[src/rtl/lsu_mem_master.sv]
// RV32I load/store unit: initiator of a byte-lane data RAM with a one-cycle registered read.
// Define LSU_MISALIGN_TRAP_EN to reject misaligned H/W accesses; otherwise they are force-aligned.
module lsu_mem_master #(
   parameter int unsigned MEM_SIZE = 1024
) (
   input  logic        clk_i,
   input  logic        rst_i,
   input  logic        req_valid_i,
   output logic        req_ready_o,
   input  logic        req_we_i,
   input  logic [2:0]  req_funct3_i,
   input  logic [31:0] req_addr_i,
   input  logic [31:0] req_wdata_i,
   output logic        rsp_valid_o,
   output logic        rsp_err_o,
   output logic [31:0] rsp_rdata_o,
   output logic [31:0] mem_addr_o,
   output logic [31:0] mem_data_o,
   output logic [3:0]  mem_wen_o,
   input  logic [31:0] mem_data_i
);

   typedef enum logic [2:0] {IDLE, STORE, LOAD_ADDR, LOAD_DATA, RESP} state_t;

   state_t      state;
   logic [2:0]  ld_funct3;
   logic [1:0]  ld_off;

   logic        req_err;
   logic [1:0]  off;
   logic [31:0] st_data;
   logic [3:0]  st_wen;

   // Byte offset 0 lives in the top lane, so lane data is the byte-reversed little-endian word.
   function automatic logic [31:0] bswap(input logic [31:0] v);
      return {v[7:0], v[15:8], v[23:16], v[31:24]};
   endfunction

   function automatic logic [31:0] load_extend(input logic [31:0] word,
                                               input logic [2:0]  f3,
                                               input logic [1:0]  boff);
      logic [31:0] s;
      s = bswap(word) >> {boff, 3'b000};
      case (f3)
         3'b000:  return {{24{s[7]}}, s[7:0]};
         3'b001:  return {{16{s[15]}}, s[15:0]};
         3'b100:  return {24'h0, s[7:0]};
         3'b101:  return {16'h0, s[15:0]};
         default: return s;
      endcase
   endfunction

   always_comb begin
      req_err = !(req_funct3_i == 3'b000 || req_funct3_i == 3'b001 || req_funct3_i == 3'b010 ||
                  req_funct3_i == 3'b100 || req_funct3_i == 3'b101)
                || (req_we_i && req_funct3_i[2])
                || (req_addr_i >= MEM_SIZE);
`ifdef LSU_MISALIGN_TRAP_EN
      case (req_funct3_i[1:0])
         2'b01:   req_err = req_err || req_addr_i[0];
         2'b10:   req_err = req_err || (req_addr_i[1:0] != 2'b00);
         default: req_err = req_err;
      endcase
      off = req_addr_i[1:0];
`else
      case (req_funct3_i[1:0])
         2'b01:   off = {req_addr_i[1], 1'b0};
         2'b10:   off = 2'b00;
         default: off = req_addr_i[1:0];
      endcase
`endif
      case (req_funct3_i[1:0])
         2'b00: begin
            st_wen  = 4'b1000 >> off;
            st_data = bswap({24'h0, req_wdata_i[7:0]} << {off, 3'b000});
         end
         2'b01: begin
            st_wen  = 4'b1100 >> off;
            st_data = bswap({16'h0, req_wdata_i[15:0]} << {off, 3'b000});
         end
         default: begin
            st_wen  = 4'b1111;
            st_data = bswap(req_wdata_i);
         end
      endcase
   end

   // Async reset clears mem_wen_o at once so an interrupted store never reaches the RAM.
   always_ff @(posedge clk_i or negedge rst_i) begin
      if (!rst_i) begin
         state       <= IDLE;
         req_ready_o <= 1'b1;
         rsp_valid_o <= 1'b0;
         rsp_err_o   <= 1'b0;
         rsp_rdata_o <= '0;
         mem_addr_o  <= '0;
         mem_data_o  <= '0;
         mem_wen_o   <= '0;
         ld_funct3   <= '0;
         ld_off      <= '0;
      end else begin
         case (state)
            IDLE: begin
               if (req_valid_i) begin
                  req_ready_o <= 1'b0;
                  if (req_err) begin
                     state       <= RESP;
                     rsp_valid_o <= 1'b1;
                     rsp_err_o   <= 1'b1;
                     rsp_rdata_o <= '0;
                  end else if (req_we_i) begin
                     state      <= STORE;
                     mem_addr_o <= {req_addr_i[31:2], 2'b00};
                     mem_data_o <= st_data;
                     mem_wen_o  <= st_wen;
                  end else begin
                     state      <= LOAD_ADDR;
                     mem_addr_o <= {req_addr_i[31:2], 2'b00};
                     ld_funct3  <= req_funct3_i;
                     ld_off     <= off;
                  end
               end
            end
            STORE: begin
               state       <= RESP;
               mem_wen_o   <= '0;
               rsp_valid_o <= 1'b1;
               rsp_err_o   <= 1'b0;
               rsp_rdata_o <= '0;
            end
            LOAD_ADDR: state <= LOAD_DATA;
            LOAD_DATA: begin
               state       <= RESP;
               rsp_valid_o <= 1'b1;
               rsp_err_o   <= 1'b0;
               rsp_rdata_o <= load_extend(mem_data_i, ld_funct3, ld_off);
            end
            RESP: begin
               state       <= IDLE;
               rsp_valid_o <= 1'b0;
               req_ready_o <= 1'b1;
            end
            default: state <= IDLE;
         endcase
      end
   end

endmodule

[config.mk]
export PLATFORM = sky130hd
export DESIGN_NAME = lsu_mem_master
export DESIGN_NICKNAME = d
export VERILOG_FILES = /design/src/rtl/lsu_mem_master.sv
export SDC_FILE = /design/constraint.sdc
export NUM_CORES = 1
export LEC_CHECK = 0
export CORE_MARGIN = 5
export CORE_UTILIZATION = 45
export CTS_BUF_LIST = sky130_fd_sc_hd__clkbuf_4 sky130_fd_sc_hd__clkbuf_8
export CTS_CLUSTER_SIZE = 14
export DETAILED_ROUTE_END_ITERATION = 12
export MAX_ROUTING_LAYER = met4
export PLACE_DENSITY_LB_ADDON = 0.15
export SYNTH_ARGS = -nofsm -noshare
export SYNTH_HDL_FRONTEND = slang
export SYNTH_SLANG_ARGS = --single-unit
export TNS_END_PERCENT = 50
[constraint.sdc]
create_clock -name clk_i -period 2.85 [get_ports clk_i]
set_clock_uncertainty 0.15 [all_clocks]
set_input_delay 0.57 -clock clk_i [delete_from_list [all_inputs] [get_ports clk_i]]
set_output_delay 0.57 -clock clk_i [all_outputs]
set_load 0.01 [all_outputs]
==> flow_summary.toml, run 1 <==
[run_status]
status = "finished, final reports clean"

[clock_network]
clock_sinks = 109
clock_latency_ns = 0.40
cts_tree = "done"
cts_made_buffers = 9
path_clk_slew_ns = 0.11
htree_levels = 3
cts_root_buffer = "clkbuf_8"
postCtsSetupBuffers = 0
clock_path_buffers = 2

[synth]
syn-instance-count = 465
synthTopCellsByArea = "dfrtp_1 51%, mux2_2 7.3%, mux2i_1 6.9%"
synth_edf_count = 0
synth.top_cell.area_share = 0.515
yosys_warnings = 0
synth_cell_types = 48
ys_seq_area_frac = 0.520
syn_avg_cell_area_sq_um = 11.3
synthFlopType = "dfrtp_1"
synth_top_cell_by_area = "dfrtp_1"
netlist_area_sq_um = 5250
async_flop_share = 1.00
synth_seq_cells = 109

[die]
ioPinCount = 206
num_rows = 39
start_util = 0.460
fp.coreArea_sq_um = 11400
die_h_um = 118
die_x_um = 118
dieArea_sq_um = 13900

[route]
vias_per_cell = 5.36
met1_length_um = 6550
drt_first_pass_iters = 5
dr_wl_met3_um = 970
drt-total-wl_um = 15300
remaining_drc_errors = 0
wl_per_cell_um = 18.3
routed.top_layer = "met4"
drt-initial-drc-count = 396
wl_met2_um = 7470
drt.antenna.violating_nets = 0
via_count = 4468

[min_path]
hold_class = "reg2reg"
min_to = "mem_data_o[20]"
whs_path_depth = 1
min-delay-start = "mem_data_o[20]"

[cells_and_area]
num_antenna_cells = 0
mostFrequentLayoutCell = "clkdlybuf4s50_1"
final_util = 0.689
finalNetCount = 792
regArea_sq_um = 2730
final_area_sq_um = 7860
synthToLayoutAreaGrowth_pct = 49.7
nFillCells = 904
mostFrequentLayoutCells = "202 x clkdlybuf4s50_1, 108 x dfrtp_1, 39 x nand2_1"
multi_input_area_sq_um = 2310
post_route_cells_drive_above_1_share = 0.137

[critical_path]
endpoint_kind = "flop"
crit_slowest_cell = "clkdlybuf4s50_1"
cp_max_fo = 27
worstPathCellList = "clkdlybuf4s50_1 > inv_1 > ha_1 > or2_2 > o211ai_2 > buf_4 > o31ai_4 > buf_12 > a221o_1"
rrSetupSlack_ns = 0.74
startpoint_type = "primary input"
cp.arrival_ns = 2.77
setup.worst_path.class = "in2reg"
max_stage_delay_ns = 0.50
ff2ff_path_depth = 7
crit-reg2reg-launch = "state[0]"
required_ns = 2.98
r2r-end = "mem_data_o[28]"

[global_route]
grt-ovfl-total = 0
antenna_found_initial = 0
grt_pass1_wl_um = 25300
grt_max_degree = 50
grt_use_total = 0.230
grt_pass1_vias = 4804

[timing]
layout_worst_path_cycle_share = 0.926
rsz0062_at_grt = "false"
worstMarginPinSlew_ns = 0.798
drv_slew = 0
setup_viol = 0
clock.fmax_mhz = 379
hold_violations = 0
layout_setup_ws_ns = 0.211
slew-limit-headroom = 0.468
fin_crit_ns = 2.64

[run]
timing.max_cap.violations = 0

[power]
leakagePower_uw = 0.00351
ir_drop_v = 0.000383
powerDensity_nw_per_um2 = 366

[placed_design]
port_buffers = 203
place_ws_ns = -0.273
placed_cell_area_sq_um = 7650
dp_hpwl_um = 12100
gp_congestion = 0.915
## per-layer routing
metal	up-vias	GRT usage
met5	-	-
met4	0	0.0688
met3	18	0.0591
met2	176	0.362
met1	2164	0.294
li1	2110	-
## layout make-up
| type | instances | share of cell area |
|---|---|---|
| flip-flops and latches | 109 | 0.347 |
| repair buffers | 238 | 0.300 |
| multi-input cells | 303 | 0.294 |
| well taps | 143 | 0.0228 |
| clock buffers | 9 | 0.0158 |
| inverters | 25 | 0.0119 |
| clock inverters | 7 | 0.00923 |
## synth_stat cells, types with 12 or more instances
cell and count:
mux2i_1 36, mux2_2 34, nor2_1 17, a21oi_1 19, a221o_1 16, mux2_1 12
nand2_1 39, inv_1 25, clkbuf_1 13, o21ai_0 30, nor2b_1 30, dfrtp_1 108
## state kept, by name, summed over array words and instances, names as in the netlist
name	flops
ld_funct3	3
ld_off	2
mem_addr_o	30
mem_data_o	32
mem_wen_o	4
req_ready_o	1
rsp_err_o	1
rsp_rdata_o	32
rsp_valid_o	1
state	3
## power by group
| group | switching (uW) | leakage, uW | internal, uW |
|---|---|---|---|
| Sequential | 3.89 | 0.00141 | 1550 |
| Combinational | 173 | 0.00200 | 208 |
| Clock | 594 | 0.0000974 | 347 |
| Total | 772 | 0.00351 | 2110 |
## critical path: cells and delay by family
kind,cells,cell delay (ns)
adder cells (fa/ha/maj),1,0.20
AO/OA/AOI/OAI,3,0.69
AND/OR/NAND/NOR,1,0.32
buffers and inverters,4,0.98
## stage by stage
stage	TNS, ns	instances	hold slack [ns]	total power, uW
after floorplan	0	466	0.124	1710
after global placement	-8.28	817	0.321	1960
after detailed placement	-13.03	817	0.327	1960
after CTS	0	834	0.356	2910
after global routing	0	834	0.365	3020
final	0	834	0.349	2880
## how the worst max path moves through the flow
stage	startpoint	end	slack, ns	depth (start not counted)
after CTS	req_addr_i[31]	mem_addr_o[3]	0.16	6
after global routing	req_addr_i[16]	mem_data_o[30]	0.05	9
after detailed placement	req_addr_i[31]	mem_addr_o[3]	-0.27	6
after global placement	req_addr_i[31]	mem_addr_o[6]	-0.18	6
after floorplan	req_funct3_i[0]	mem_data_o[22]	0.21	8
final	req_funct3_i[1]	rsp_rdata_o[24]	0.21	9
## cells by family (layout without fill, tap and decap cells)
| group | after synthesis | after routing | synth area share |
|---|---|---|---|
| AND/OR/NAND/NOR | 111 | 111 | 0.115 |
| flip-flops | 109 | 109 | 0.520 |
| AO/OA/AOI/OAI | 105 | 105 | 0.145 |
| multiplexers | 82 | 82 | 0.167 |
| buffers and inverters | 54 | 279 | 0.0453 |
| adder cells (fa/ha/maj) | 3 | 3 | 0.00715 |
| other | 1 | 2 | 0.000714 |
## what timing repair did
item / CTS / global route
hold buffers: 1 / 0
gates resized for setup: 0 / 1
endpoints found under the setup margin: 0 / 5
endpoints found under the hold margin: 32 / 0
Power figures use the tool's default switching activity.
==> run 2, diff against run 1 <==
==> constraint.sdc (replaced) <==
create_clock -name clk_i -period 2.85 [get_ports clk_i]
set_clock_uncertainty 0.15 [all_clocks]
set_input_delay 0.57 -clock clk_i [delete_from_list [all_inputs] [get_ports clk_i]]
set_output_delay 0.57 -clock clk_i [all_outputs]
set_load 0.1 [all_outputs]
==> flow_summary.toml, run 2 (synthesis gave the netlist of run 1 again) <==
[timing]
worstMarginPinSlew_ns = 0.829
clock.fmax_mhz = 387
hold_violations = 0
fin_crit_ns = 2.59
setup_viol = 0
slew-limit-headroom = 0.444
rsz0062_at_grt = "false"
layout_worst_path_cycle_share = 0.907
drv_slew = 0

[route]
wl_per_cell_um = 17.6
drt_first_pass_iters = 6
drt-total-wl_um = 14700
drt-initial-drc-count = 246
remaining_drc_errors = 0
vias_per_cell = 5.25
via_count = 4378
drt.antenna.violating_nets = 0

[clock_network]
cts_tree = "done"
postCtsSetupBuffers = 0
clock_path_buffers = 2
htree_levels = 3
cts_made_buffers = 9
clock_latency_ns = 0.40
path_clk_slew_ns = 0.11
clock_sinks = 109
cts_root_buffer = "clkbuf_8"

[global_route]
grt_pass1_vias = 4705
antenna_found_initial = 0
gr-usage-met3 = 0.0500
grt_use_total = 0.219
grt_max_degree = 56
grt_pass1_wl_um = 24400
grt-ovfl-total = 0
grt.busiest_layer = "met2"
use_met1 = 0.286
grtUsageMet2 = 0.335

[die]
dieArea_sq_um = 13900
num_rows = 39
die_x_um = 118
die_h_um = 118
fp.coreArea_sq_um = 11400
start_util = 0.460
ioPinCount = 206

[cells_and_area]
mostFrequentLayoutCells = "131 x buf_4, 108 x dfrtp_1, 101 x clkdlybuf4s50_1"
largestRegisters = "mem_data_o (32), rsp_rdata_o (32), mem_addr_o (30)"
post_route_cells_drive_above_1_share = 0.284
final_util = 0.666
num_antenna_cells = 0
final_area_sq_um = 7600
synthToLayoutAreaGrowth_pct = 44.8
finalNetCount = 792
mostFrequentLayoutCell = "buf_4"
fin_cells = 834

[critical_path]
required_ns = 2.98
setup.worst_path.class = "in2reg"
ff2ff_path_depth = 4
rrSetupSlack_ns = 0.60
endpoint_kind = "flop"
cp.arrival_ns = 2.71
startpoint_type = "primary input"
cp_max_fo = 10

[placed_design]
port_buffers = 203
placed_cell_area_sq_um = 7400
gp_congestion = 0.898
dp_hpwl_um = 11600
place_inst = 817

[min_path]
whs_path_depth = 1
hold_class = "reg2reg"

[power]
leakagePower_uw = 0.00367
powerDensity_nw_per_um2 = 383
ir_drop_v = 0.000483

[run]
timing.max_cap.violations = 0

[run_status]
status = "finished, final reports clean"
[run 2: worst paths after layout]
kind,start,end
max in group asynchronous,rst_i,mem_addr_o[5]
min in group asynchronous,rst_i,mem_data_o[7]
worst max-delay path,req_addr_i[31],mem_addr_o[5]
worst max register to register,state[0],mem_addr_o[5]
worst min register to register,mem_data_o[20],mem_data_o[20]
worst min-delay path,mem_data_o[20],mem_data_o[20]
[run 2: worst max-delay path: stages]
cell and delay, ns:
clkdlybuf4s50_1 0.40, nor4_1 0.36, buf_4 0.18, o211ai_2 0.10, nor3_2 0.68, mux2_2 0.41
[run 2: timing repair]
item / in CTS / in global routing
resized for setup: 0 / 0
hold endpoints to repair: 11 / 0
hold buffers: 1 / 0
[run 2: layout make-up]
type                    instances  area (sq um)
clock buffers                   9           124
clock inverters                 7          72.6
fillers                       918          3810
inverters                      25          93.8
multi-input cells             303          2300
flip-flops and latches        109          2730
well taps                     143           179
repair buffers                238          2100
[run 2: per-stage QoR]
step	setup TNS, ns	setup slack [ns]	hold WS, ns	power, uW
after floorplan	0	0.211	0.124	1740
after global placement	-7.01	-0.153	0.282	1990
after detailed placement	-6.59	-0.175	0.282	1990
after CTS	0	0.274	0.357	2960
after global routing	0	0.0780	0.376	3040
final	0	0.264	0.350	2920
[run 2: power breakdown]
part	total, uW	switching (uW)	internal, uW	leakage, uW
Sequential	1550	3.86	1550	0.00141
Combinational	409	202	207	0.00215
Clock	952	603	349	0.000103
Total	2920	809	2110	0.00367
[run 2: metal layers]
layer,vias to the layer above,wire [um]
met3,28,899
li1,2103,-
met5,-,0
met1,2083,6390
met4,0,414
met2,164,7000
